File: config.mk
export PLATFORM = sky130hd
export DESIGN_NAME = fragment_writer
export DESIGN_NICKNAME = d
export VERILOG_FILES = /design/src/rtl/fragment_writer.sv
export SDC_FILE = /design/constraint.sdc
export NUM_CORES = 1
export LEC_CHECK = 0
export BUFFER_PORTS_ARGS = -buffer_cell sky130_fd_sc_hd__buf_2
export CAP_MARGIN = 10
export CORE_ASPECT_RATIO = 1.75
export CORE_MARGIN = 8
export CORE_UTILIZATION = 44
export DETAILED_ROUTE_END_ITERATION = 6
export GPL_ROUTABILITY_DRIVEN = 0
export GPL_TIMING_DRIVEN = 0
export PLACE_DENSITY = 0.82
export SLEW_MARGIN = 30
export SYNTH_ARGS = -nofsm -noshare
export SYNTH_HDL_FRONTEND = slang
export SYNTH_SLANG_ARGS = --single-unit
File: constraint.sdc
create_clock -name clock -period 2.4 [get_ports clock]
set_input_delay 0.48 -clock clock [delete_from_list [all_inputs] [get_ports clock]]
set_output_delay 0.48 -clock clock [all_outputs]
set_load 0.005 [all_outputs]
File: src/rtl/fragment_writer.sv
// fragment_writer: depth-tested read-modify-write of raster fragments to memory.
// Ports: clock/reset, fragment in (addr/color/depth/valid/done), stall/done out, Avalon-style master, counters.
module fragment_writer #(
  parameter int unsigned       ADDR_W       = 26,
  parameter logic [ADDR_W-1:0] DEPTH_OFFSET = 26'h0100000,
  parameter bit                DEPTH_TEST   = 1'b1,
  parameter int unsigned       CNT_W        = 16
) (
  input  logic              clock,
  input  logic              reset,
  input  logic [ADDR_W-1:0] addr_in,
  input  logic [23:0]       color_in,
  input  logic [31:0]       depth_in,
  input  logic              in_valid,
  input  logic              done_in,
  output logic              stall_out,
  output logic              done_out,
  output logic [ADDR_W-1:0] mem_address,
  output logic              mem_read,
  output logic              mem_write,
  output logic [31:0]       mem_writedata,
  input  logic [31:0]       mem_readdata,
  input  logic              mem_readdatavalid,
  input  logic              mem_waitrequest,
  output logic [CNT_W-1:0]  frag_written,
  output logic [CNT_W-1:0]  frag_rejected
);

  typedef enum logic [2:0] {
    IDLE,
    RD_REQ,
    RD_WAIT,
    WR_DEPTH,
    WR_COLOR
  } state_e;

  state_e            state_q;
  logic [ADDR_W-1:0] addr_q;
  logic [23:0]       color_q;
  logic [31:0]       depth_q;
  logic              done_q;
  logic              rd_q;
  logic              wr_q;
  logic [ADDR_W-1:0] maddr_q;
  logic [31:0]       wdata_q;
  logic [CNT_W-1:0]  written_q;
  logic [CNT_W-1:0]  rejected_q;

  logic [ADDR_W-1:0] in_daddr;
  logic [ADDR_W-1:0] q_daddr;
  logic              depth_pass;

  // Depth word address; the sum truncates to ADDR_W so it wraps.
  assign in_daddr   = addr_in + DEPTH_OFFSET;
  assign q_daddr    = addr_q + DEPTH_OFFSET;
  // Strictly-less, signed: equal depth is rejected.
  assign depth_pass = $signed(depth_q) < $signed(mem_readdata);

  always_ff @(posedge clock or negedge reset) begin
    if (!reset) begin
      state_q    <= IDLE;
      addr_q     <= '0;
      color_q    <= '0;
      depth_q    <= '0;
      done_q     <= 1'b0;
      rd_q       <= 1'b0;
      wr_q       <= 1'b0;
      maddr_q    <= '0;
      wdata_q    <= '0;
      written_q  <= '0;
      rejected_q <= '0;
    end else begin
      done_q <= done_in & (state_q == IDLE) & ~in_valid;
      unique case (state_q)
        IDLE: begin
          if (in_valid) begin
            addr_q  <= addr_in;
            color_q <= color_in;
            depth_q <= depth_in;
            maddr_q <= in_daddr;
            if (DEPTH_TEST) begin
              rd_q    <= 1'b1;
              state_q <= RD_REQ;
            end else begin
              wr_q    <= 1'b1;
              wdata_q <= depth_in;
              state_q <= WR_DEPTH;
            end
          end
        end
        RD_REQ: begin
          if (!mem_waitrequest) begin
            rd_q    <= 1'b0;
            state_q <= RD_WAIT;
          end
        end
        RD_WAIT: begin
          if (mem_readdatavalid) begin
            if (depth_pass) begin
              wr_q    <= 1'b1;
              maddr_q <= q_daddr;
              wdata_q <= depth_q;
              state_q <= WR_DEPTH;
            end else begin
              rejected_q <= rejected_q + CNT_W'(1);
              state_q    <= IDLE;
            end
          end
        end
        WR_DEPTH: begin
          if (!mem_waitrequest) begin
            maddr_q <= addr_q;
            wdata_q <= {8'h00, color_q};
            state_q <= WR_COLOR;
          end
        end
        WR_COLOR: begin
          if (!mem_waitrequest) begin
            wr_q      <= 1'b0;
            written_q <= written_q + CNT_W'(1);
            state_q   <= IDLE;
          end
        end
        default: state_q <= IDLE;
      endcase
    end
  end

  assign stall_out     = (state_q != IDLE);
  assign done_out      = done_q;
  assign mem_address   = maddr_q;
  assign mem_read      = rd_q;
  assign mem_write     = wr_q;
  assign mem_writedata = wdata_q;
  assign frag_written  = written_q;
  assign frag_rejected = rejected_q;

endmodule

==> metrics, run 1 <==
Area Overhead vs Synth 36.8%; setup slack of the most critical reg-to-reg path -0.47 ns; count of flip-flops with a built-in enable after synthesis 0; number of H-tree levels 4; Max Root-Sink Buffers 2; number of clock buffers inserted by TritonCTS 17; routed wirelength normalized by instance count around 19 um; final core occ 0.610; run status complete, but fails checks; Synth Flop Type sky130_fd_sc_hd__dfrtp_1; Hold WC Path Type in -> reg; Max Fanout on Critical Path 4; fraction of power consumed by the clock network 0.199; final critical-path required period about 2.9 ns; arrival time of data at the critical path endpoint about 3.2 ns; First DRT Iteration DRCs 364; final non-filler cell total between 1,000 and 1,500; Max Freq roughly 350 MHz; horizontal die dimension ~120 um; list of most frequent post-synthesis cells sky130_fd_sc_hd__dfrtp_1, sky130_fd_sc_hd__mux2_2, sky130_fd_sc_hd__nand2_1; NetSw just under 5 mW; Worst Max-Slew Pin Slew between 0.8 and 0.9 ns; slew margin rel. 0.427; category of the worst setup path launch point register; Setup Viol. Count Final between 70 and 80; maximum VDD drop about 0.69 mV; cell-internal power about 9.6 mW; area of the mapped netlist 8480 um2; library cell used as clock root buffer sky130_fd_sc_hd__clkbuf_16; flip-flop and latch count after synthesis ~180; worst path setup slack after routing -0.466 ns; area fraction of the dominant cell type after synthesis 0.526; share of the clock period used by the worst path after layout 1.19; switching fraction of total power 0.334; post-synthesis area per instance 12.0 um2; largest net degree at the start of global routing 84; height of the chip about 200 um; post-synthesis instance total 707; worst clock skew on the final layout around 0.01 ns; drt via density around 5.3; most common cell in the synthesized netlist sky130_fd_sc_hd__dfrtp_1; overall via count from detail_route around 6,500; clock input transition at the sequential cells of the worst setup and hold paths roughly 0.070 ns; pins over their slew limit 0; Rows 67; GRT overflow 0; Synth Net Count around 860; initial antenna violation count 6; DRC violations left 0; Total Wirelength about 24,000 um; clock tree from TritonCTS done; router iterations before antenna repair 4; antenna-violating nets left 0; global-route wire length before repair ~37,000 um; Final Hold Vio Count 0; share of total power in combinational logic 0.437; violated checks negative setup slack; number of library cell types mapped by synthesis 54; power share of the sequential group 0.363; setup repair after global routing missed its margin true; count of maximum capacitance violations 0; Power per Cell Area about 1200 nW/um2; CTS sink cnt approximately 180; HPWL Detailed around 17,000 um; placed instance count about 1,200; LEAKAGE between 5 and 6 nW; clock insertion delay at the later pin of the skew report roughly 0.43 ns; Synthesis Warnings 0; CP required between 2 and 3 ns; final layout net count around 1,100; floorplan die area ~24,000 um2; sequential fraction of the synthesis area 0.526; I/O pin count between 200 and 250; fraction of final layout cells with drive strength greater than 1 0.503; Post-synth ARST share 1.00; cell taking the most area after synthesis sky130_fd_sc_hd__dfrtp_1; starting density of the core 0.445; core area between 15,000 and 20,000 um2; global routing usage summed across all routing layers 0.199; Buffers on Ports 213; top post-synthesis cells by area sky130_fd_sc_hd__dfrtp_1, sky130_fd_sc_hd__mux2_2, sky130_fd_sc_hd__ha_1; WS Path Type reg -> reg; kind of end point of the critical path register; via count of the first global-routing pass 7,201
[power by group through the flow]
stage,Combinational [mW],Sequential [mW],Clock [mW]
finish,6.31,5.24,2.88
global route,6.87,5.41,3.04
CTS,6.07,5.22,2.94
detailed placement,5.04,5.21,0
global placement,4.83,5.14,0
floorplan,3.45,5.01,0
[stage by stage]
step | TNS [ns] | cell area (um2) | hold WS, ns | total power [mW] | worst slack, ns
after floorplan | -7.79 | 8750 | 0.184 | 8.46 | -0.194
after global placement | -409.48 | 10100 | 0.453 | 9.98 | -1.98
after detailed placement | -66.82 | 10200 | 0.340 | 10.3 | -0.807
after CTS | -31.83 | 11400 | 0.246 | 14.2 | -0.480
after global routing | -36.65 | 11600 | 0.260 | 15.3 | -0.626
final | -28.86 | 11600 | 0.270 | 14.4 | -0.466
[kinds of logic (layout without fill, tap and decap cells)]
| family | Yosys count | count (layout) | share of synthesized area |
|---|---|---|---|
| xor gates and xnor gates | 40 | 40 | 0.0413 |
| muxes | 114 | 114 | 0.151 |
| buffers and inverters | 69 | 348 | 0.0347 |
| DFF | 178 | 178 | 0.526 |
| and+or+nand+nor | 194 | 194 | 0.118 |
| other | 0 | 6 | 0 |
| adders and majority gates | 34 | 34 | 0.0502 |
| AOI/OAI and AO/OA | 78 | 78 | 0.0793 |
[layout by cell type (no fill, tap or decap), types with 18 or more instances in the layout]
cell type | synthesis | routed
sky130_fd_sc_hd__buf_2 | 13 | 215
sky130_fd_sc_hd__dfrtp_1 | 178 | 176
sky130_fd_sc_hd__mux2_2 | 92 | 92
sky130_fd_sc_hd__nand2_1 | 85 | 85
sky130_fd_sc_hd__inv_1 | 36 | 32
sky130_fd_sc_hd__or3_1 | 25 | 25
sky130_fd_sc_hd__ha_1 | 34 | 25
sky130_fd_sc_hd__xnor2_1 | 24 | 24
sky130_fd_sc_hd__mux2_4 | 0 | 21
sky130_fd_sc_hd__o221a_4 | 0 | 21
sky130_fd_sc_hd__buf_4 | 3 | 19
sky130_fd_sc_hd__clkbuf_16 | 0 | 18
[layout make-up]
class                      count  area, um2
fill                        1500       7430
sequential                   178       4460
multi-input combinational    460       4350
timing repair buffer         248       1480
clock buffer                  23        478
tap                          241        302
buffer                        33        243
inverter                      36        150
clock inverter                 8        128
antenna                        6       15.0
[per-layer routing]
layer | GRT usage | vias to the layer above | wire (um)
li1 | - | 3050 | -
met1 | 0.197 | 3188 | 8360
met2 | 0.359 | 197 | 13100
met3 | 0.0478 | 66 | 1250
met4 | 0.131 | 0 | 1150
met5 | 0 | - | 0
[critical path: stages, from the launching register on]
cell and delay [ns]:
sky130_fd_sc_hd__dfrtp_1 0.40, sky130_fd_sc_hd__ha_1 0.30, sky130_fd_sc_hd__nand4_1 0.23, sky130_fd_sc_hd__nor4_4 0.32, sky130_fd_sc_hd__a311oi_2 0.18, sky130_fd_sc_hd__a211o_4 0.39, sky130_fd_sc_hd__buf_6 0.13, sky130_fd_sc_hd__a2111oi_4 0.44
sky130_fd_sc_hd__and3_1 0.24, sky130_fd_sc_hd__xor2_1 0.15
[timing repair]
action	4_1_cts	5_1_grt
pin swaps	38	14
gates cloned	5	1
buffers inserted	17	10
hold buffers	1	0
resized for setup	65	36
endpoints found under the setup margin	162	119
endpoints found under the hold margin	25	0
[path summary, 6_finish.rpt]
kind                                  startpoint           endpoint  cells after the start
worst min-delay path                    in_valid           done_out                      2
worst max-delay path                 depth_q[13]   frag_rejected[7]                      9
worst max register to register       depth_q[13]   frag_rejected[7]                      9
worst min register to register  frag_written[15]   frag_written[15]                      1
min in group asynchronous                  reset  frag_rejected[13]                      2
max in group asynchronous                  reset          addr_q[2]                      4
[state kept, by name (all words and copies together) (netlist names)]
signal,count
mem_writedata,32
frag_rejected,16
state_q,3
mem_address,26
mem_read,1
done_out,1
addr_q,26
depth_q,32
frag_written,16
color_q,24
mem_write,1
(Power assumes the default switching activity.)
==> run 2: changes to the inputs <==
--- a/config.mk
+++ b/config.mk
@@ -13,7 +13,7 @@
 export DETAILED_ROUTE_END_ITERATION = 6
 export GPL_ROUTABILITY_DRIVEN = 0
 export GPL_TIMING_DRIVEN = 0
-export PLACE_DENSITY = 0.82
+export PLACE_DENSITY = 0.79
 export SLEW_MARGIN = 30
 export SYNTH_ARGS = -nofsm -noshare
 export SYNTH_HDL_FRONTEND = slang
==> constraint.sdc (replaced) <==
create_clock -name clock -period 2.9 [get_ports clock]
set_input_delay 0.58 -clock clock [delete_from_list [all_inputs] [get_ports clock]]
set_output_delay 0.58 -clock clock [all_outputs]
set_load 0.005 [all_outputs]
==> metrics, run 2 (same netlist as run 1, synthesis figures left out) <==
run status complete, but fails checks; violated checks negative setup slack; clock insertion delay at the later pin of the skew report 0.44 ns (about the same); horizontal die dimension 121 um (unchanged); most common cell after layout, fill and taps aside sky130_fd_sc_hd__buf_2; global-route wire length before repair 36,400 um (-2.0%); kind of end point of the critical path register; hold_ws 0.374 ns (+0.104 ns); Hold WC Path Type in -> reg; LEAKAGE 5.34 nW (-3.2%); slew margin rel. 0.393 (-0.0340); Final Hold Vio Count 0 (unchanged); arrival time of data at the critical path endpoint 3.25 ns (+0.04 ns); pins over their slew limit 0 (unchanged); maximum VDD drop 0.596 mV (-14%); Total Power Consumption 11.3 mW (-22%); core area 19,000 um2 (unchanged); combined flip-flop and latch cell area 4450 um2 (about the same); CP required 3.22 ns (+0.47 ns); overall via count from detail_route 6,432 (-1.1%); Rows 67 (unchanged); floorplan die area 24,100 um2 (unchanged); worst clock skew on the final layout 0.00971 ns (-0.000492 ns); number of clock buffers inserted by TritonCTS 17 (unchanged); I/O pin count 214 (unchanged); router iterations before antenna repair 4 (unchanged); Max Freq 342 MHz (-2.0%); routed wirelength normalized by instance count 19.5 um (+0.79%); Power per Cell Area 1020 nW/um2 (-18%); antenna-violating nets left 0 (unchanged); placed instance count 1,163 (unchanged); starting density of the core 0.445 (unchanged); initial antenna violation count 1 (-5); share of the clock period used by the worst path after layout 1.01 (-0.186); GRT overflow 0 (unchanged); count of maximum capacitance violations 0 (unchanged); category of the worst setup path launch point register; setup repair after global routing missed its margin true; CTS sink cnt 178 (unchanged); Total Wirelength 23,700 um (-0.69%); Setup Viol. Count Final 37 (-52%); worst hold path cell count 2 (unchanged); most used cells in the layout excluding fill and tap cells sky130_fd_sc_hd__buf_2, sky130_fd_sc_hd__dfrtp_1, sky130_fd_sc_hd__mux2_2; DRC violations left 0 (unchanged); Max Root-Sink Buffers 2 (unchanged); fraction of final layout cells with drive strength greater than 1 0.468 (-0.0354); # fillers 1,562 (+4.1%); multi-input gate area in the final layout 3990 um2 (-8.3%); drt via density 5.29 (+0.40%); WS Path Type reg -> reg; post-route setup TNS -0.548 ns (+28.32 ns); height of the chip 200 um (unchanged); worst path setup slack after routing -0.0246 ns (+0.442 ns); First DRT Iteration DRCs 392 (+7.7%); final layout net count 1,114 (-1.2%); HPWL Detailed 17,800 um (+2.4%); clock tree from TritonCTS done; Worst Max-Slew Pin Slew 0.907 ns (+0.0486 ns); largest net degree at the start of global routing 89 (+6.0%); Area Overhead vs Synth 30.1%; Max Fanout on Critical Path 10 (+6); global routing usage summed across all routing layers 0.197 (-0.00182); final core occ 0.579 (-0.0301); cells on worst reg2reg path 10 (+1); final critical-path required period 2.92 ns (+0.0585 ns); clock input transition at the sequential cells of the worst setup and hold paths 0.07 ns (about the same); Buffers on Ports 213 (unchanged); final non-filler cell total 1,215 (-1.5%); library cell used as clock root buffer sky130_fd_sc_hd__clkbuf_16; number of H-tree levels 4 (unchanged); via count of the first global-routing pass 6,908 (-4.1%)
-- run 2: cell count changes in the layout (fill, tap and decap cells not counted), moves of 3 or more --
cell / before / now
sky130_fd_sc_hd__ha_4: 9 / 5
sky130_fd_sc_hd__nor3b_2: 11 / 3
sky130_fd_sc_hd__clkbuf_4: 8 / 0
sky130_fd_sc_hd__ha_1: 25 / 29
sky130_fd_sc_hd__buf_2: 215 / 221
sky130_fd_sc_hd__inv_6: 1 / 4
sky130_fd_sc_hd__o221a_2: 2 / 23
sky130_fd_sc_hd__buf_4: 19 / 15
sky130_fd_sc_hd__nor3b_1: 1 / 10
sky130_fd_sc_hd__buf_6: 15 / 6
sky130_fd_sc_hd__o221a_4: 21 / 0
sky130_fd_sc_hd__inv_1: 32 / 36
sky130_fd_sc_hd__diode_2: 6 / 1
-- run 2: stage by stage --
| stage | cell area [um2] | setup WS [ns] |
|---|---|---|
| floorplan | 8480 | 0.105 |
| global placement | 9840 | -1.55 |
| detailed placement | 9910 | -1.10 |
| CTS | 10700 | 0.0000164 |
| global route | 11000 | -0.109 |
| finish | 11000 | -0.0246 |
-- run 2: final timing paths --
kind                             startpoint  slack (ns)                 to
setup / recovery                 depth_q[9]       -0.02  mem_writedata[14]
hold / removal                 color_in[18]        0.37        color_q[18]
setup reg to reg                 depth_q[9]       -0.02  mem_writedata[14]
hold reg to reg            frag_written[15]        0.48   frag_written[15]
max in group asynchronous             reset        1.73   frag_rejected[5]
min in group asynchronous             reset        0.53        depth_q[15]
-- run 2: worst max-delay path, cell delays in order, from the launching register on --
cell and delay (ns):
sky130_fd_sc_hd__dfrtp_1 0.40, sky130_fd_sc_hd__ha_1 0.33, sky130_fd_sc_hd__nand4_1 0.23, sky130_fd_sc_hd__nor4_4 0.37
sky130_fd_sc_hd__a311oi_2 0.17, sky130_fd_sc_hd__a211o_4 0.41, sky130_fd_sc_hd__a21oi_4 0.20, sky130_fd_sc_hd__buf_4 0.15
sky130_fd_sc_hd__o21ai_4 0.10, sky130_fd_sc_hd__buf_6 0.19, sky130_fd_sc_hd__o221a_2 0.25
-- run 2: power by group --
part	internal (mW)	switching, mW
Combinational	2.52	2.10
Sequential	3.54	0.710
Clock	1.39	1.02
Total	7.46	3.83
-- run 2: final cells by class --
class / instances / share of cell area
multi-input cells: 460 / 0.362
flip-flops and latches: 178 / 0.404
plain buffers: 33 / 0.0191
diodes: 1 / 0.000227
repair buffers: 234 / 0.120
inverters: 36 / 0.0123
clock buffers: 18 / 0.0398
well taps: 241 / 0.0273
clock inverters: 14 / 0.0160
-- run 2: metal layers --
layer	GRT usage	part of all wire	vias to the layer above
met5	0	0	-
met3	0.0438	0.049	48
met4	0.103	0.033	0
li1	-	-	3015
met1	0.197	0.35	3189
met2	0.368	0.57	180
-- run 2: timing repair --
action	4_1_cts	5_1_grt
endpoints found under the setup margin	77	91
endpoints found under the hold margin	4	0
cloned	0	1
pin swaps	6	14
resized for setup	18	48
hold buffers	1	0
buffers inserted	3	14
==> run 3: changes to the inputs <==
--- a/config.mk
+++ b/config.mk
@@ -5,6 +5,7 @@
 export SDC_FILE = /design/constraint.sdc
 export NUM_CORES = 1
 export LEC_CHECK = 0
+export ABC_AREA = 1
 export BUFFER_PORTS_ARGS = -buffer_cell sky130_fd_sc_hd__buf_2
 export CAP_MARGIN = 10
 export CORE_ASPECT_RATIO = 1.75
==> metrics, run 3 <==
run status finished clean; count of maximum capacitance violations 0 (unchanged); CP required 3.27 ns (+0.05 ns); slew margin rel. 0.563 (+0.170); Area Overhead vs Synth 23.1%; number of H-tree levels 4 (unchanged); router iterations before antenna repair 5 (+1); final critical-path required period 2.57 ns (-0.353 ns); routed wirelength normalized by instance count 16.2 um (-17%); setup slack of the most critical reg-to-reg path 0.33 ns (+0.35 ns); worst clock skew on the final layout 0.0108 ns (+0.00108 ns); most common cell after layout, fill and taps aside sky130_fd_sc_hd__nand2_1; capturing instance or port of the critical path mem_writedata[20]; number of library cell types mapped by synthesis 30 (-44%); number of clock buffers inserted by TritonCTS 17 (unchanged); First DRT Iteration DRCs 510 (+30%); power share of the sequential group 0.365 (-0.012); Max Root-Sink Buffers 2 (unchanged); Hold WC Path Type in -> reg; most used cells in the layout excluding fill and tap cells sky130_fd_sc_hd__nand2_1, sky130_fd_sc_hd__buf_2, sky130_fd_sc_hd__dfrtp_1; Power per Cell Area 1030 nW/um2 (+0.18%); Setup Fix Bufs, Post-CTS 0 (-3); global-route wire length before repair 41,900 um (+15%); HPWL Detailed 20,000 um (+13%); height of the chip 204 um (+2.4%); I/O pin count 214 (unchanged); Synth Flop Type sky130_fd_sc_hd__dfrtp_1; Synth Net Count 1,276 (+48%); share of the clock period used by the worst path after layout 0.887 (-0.122); cells on worst reg2reg path 15 (+5); clock insertion delay at the later pin of the skew report 0.43 ns (about the same); most common cell in the synthesized netlist sky130_fd_sc_hd__nand2_1; largest net degree at the start of global routing 88 (-1.1%); placed instance count 1,584 (+36%); CTS sink cnt 178 (unchanged); fraction of power consumed by the clock network 0.211 (-0.002); core area 20,100 um2 (+5.7%); final layout net count 1,510 (+36%); post-synthesis area per instance 7.96 um2 (-34%); beginning of the worst register-to-register path depth_q[5]; Post-synth ARST share 1.00 (unchanged); clock tree from TritonCTS done; kind of end point of the critical path register; fraction of final layout cells with drive strength greater than 1 0.218 (-0.250); top post-synthesis cells by area sky130_fd_sc_hd__dfrtp_1, sky130_fd_sc_hd__nand2_1, sky130_fd_sc_hd__o21ai_0; category of the worst setup path launch point register; Critical R2R Capture mem_writedata[20]; starting density of the core 0.444 (-0.00159); Final Hold Vio Count 0 (unchanged); switching fraction of total power 0.412 (+0.0734); area fraction of the dominant cell type after synthesis 0.499 (-0.0266); area of the mapped netlist 8930 um2 (+5.3%); global routing usage summed across all routing layers 0.212 (+0.0154); final core occ 0.546 (-0.0331); list of most frequent post-synthesis cells sky130_fd_sc_hd__nand2_1, sky130_fd_sc_hd__dfrtp_1, sky130_fd_sc_hd__inv_1; Synthesis Warnings 0 (unchanged); Setup Viol. Count Final 0 (-100%); critical path startpoint depth_q[5]; final non-filler cell total 1,618 (+33%); count of flip-flops with a built-in enable after synthesis 0 (unchanged); DRC violations left 0 (unchanged); cell taking the most area after synthesis sky130_fd_sc_hd__dfrtp_1; share of total power in combinational logic 0.424 (+0.014); library cell used as clock root buffer sky130_fd_sc_hd__clkbuf_16; Max Fanout on Critical Path 10 (unchanged); setup repair after global routing missed its margin false; via count of the first global-routing pass 8,475 (+23%); LEAKAGE 6.04 nW (+13%); flip-flop and latch count after synthesis 178 (unchanged); WS Path Type reg -> reg; hold_ws 0.315 ns (-0.0590 ns); pins over their slew limit 0 (unchanged); NetSw 4.65 mW (+21%); arrival time of data at the critical path endpoint 2.94 ns (-0.31 ns); sequential fraction of the synthesis area 0.499 (-0.0266); initial antenna violation count 1 (unchanged); GRT overflow 0 (unchanged); floorplan die area 25,300 um2 (+4.8%); overall via count from detail_route 8,272 (+29%); Total Wirelength 26,200 um (+10%); Rows 69 (+3.0%); cell-internal power 6.62 mW (-11%); Total Power Consumption 11.3 mW (-0.17%); antenna-violating nets left 0 (unchanged); horizontal die dimension 124 um (+2.3%); post-route setup TNS 0 ns (+0.548 ns); Max Freq 389 MHz (+14%); Worst Max-Slew Pin Slew 0.652 ns (-0.255 ns); post-synthesis instance total 1,122 (+59%); Buffers on Ports 212 (-0.47%); startpoint of the most critical hold path in_valid; drt via density 5.11 (-3.4%); clock input transition at the sequential cells of the worst setup and hold paths 0.06 ns (about the same); maximum VDD drop 0.459 mV (-23%)
==> run 3: changes by cell type after synthesis, sizes merged, moves of 24 or more <==
cell,delta
mux2,-113
nand2,+327
nand3,+64
o21ai,+105
inv,+88
o221a,-24
or3,-25
nor2,+29
==> run 3: cell type report <==
cell class,count,area (um2)
Clock buffer,25,515
Buffer,50,226
Sequential cell,178,4450
Clock inverter,7,96.3
Fill cell,1919,9130
Tap cell,248,310
Multi-Input combinational cell,769,3770
Antenna cell,1,2.50
Inverter,125,474
Timing Repair Buffer,215,1140
==> run 3: power by group through the flow <==
| stage | clock, mW | combinational, mW | sequential, mW |
|---|---|---|---|
| after CTS | 2.43 | 4.86 | 4.10 |
| after global placement | 0 | 4.66 | 4.10 |
| after global routing | 2.52 | 5.50 | 4.21 |
| after detailed placement | 0 | 4.83 | 4.14 |
| final | 2.38 | 4.78 | 4.11 |
| after floorplan | 0 | 3.12 | 4.04 |
==> run 3: worst min-delay path by stage <==
| stage | end | cells past startpoint |
|---|---|---|
| 3_3_place_gp | mem_address[8] | 2 |
| 6_report | done_out | 2 |
| 3_5_place_dp | frag_written[15] | 1 |
| 4_1_cts | done_out | 2 |
| 2_1_floorplan | addr_q[0] | 0 |
| 5_1_grt | done_out | 2 |
==> run 3: layer usage <==
layer / share of wire / up-vias / GRT usage
met1: 0.37 / 3943 / 0.231
met5: 0.00038 / - / 0
met3: 0.057 / 64 / 0.0407
met2: 0.53 / 254 / 0.378
met4: 0.038 / 2 / 0.106
li1: - / 4009 / -
==> run 3: timing repair <==
item	in CTS	in global routing
gates resized for setup	0	0
hold buffers	1	0
hold endpoints to repair	6	0
setup endpoints to repair	0	0
==> run 3: critical path: stages, from the launching register on <==
cell and delay, ns:
sky130_fd_sc_hd__dfrtp_1 0.38, sky130_fd_sc_hd__ha_1 0.31, sky130_fd_sc_hd__a21oi_1 0.15, sky130_fd_sc_hd__nor2_1 0.06
sky130_fd_sc_hd__nor3_1 0.13, sky130_fd_sc_hd__nand2_1 0.09, sky130_fd_sc_hd__nand2_1 0.06, sky130_fd_sc_hd__nand2_1 0.11
sky130_fd_sc_hd__nand2_1 0.10, sky130_fd_sc_hd__nand3_1 0.12, sky130_fd_sc_hd__nand2_2 0.22, sky130_fd_sc_hd__nand2_2 0.15
sky130_fd_sc_hd__nand2_1 0.20, sky130_fd_sc_hd__buf_2 0.28, sky130_fd_sc_hd__nand2_1 0.08, sky130_fd_sc_hd__nand2_1 0.08
==> run 3: metrics by stage <==
stage	setup slack [ns]	cell area, um2
final	0.328	11000
after global routing	0.0265	11000
after CTS	0.259	11000
after detailed placement	-0.0175	10400
after floorplan	0.606	8930
after global placement	-1.62	10300
==> run 3: logic make-up after synthesis <==
family,after synthesis,synth area share
buf+inv,175,0.0785
xor+xnor,28,0.0275
flops,178,0.499
fa+ha+maj,34,0.0477
compound gates,144,0.0848
simple gates,563,0.263
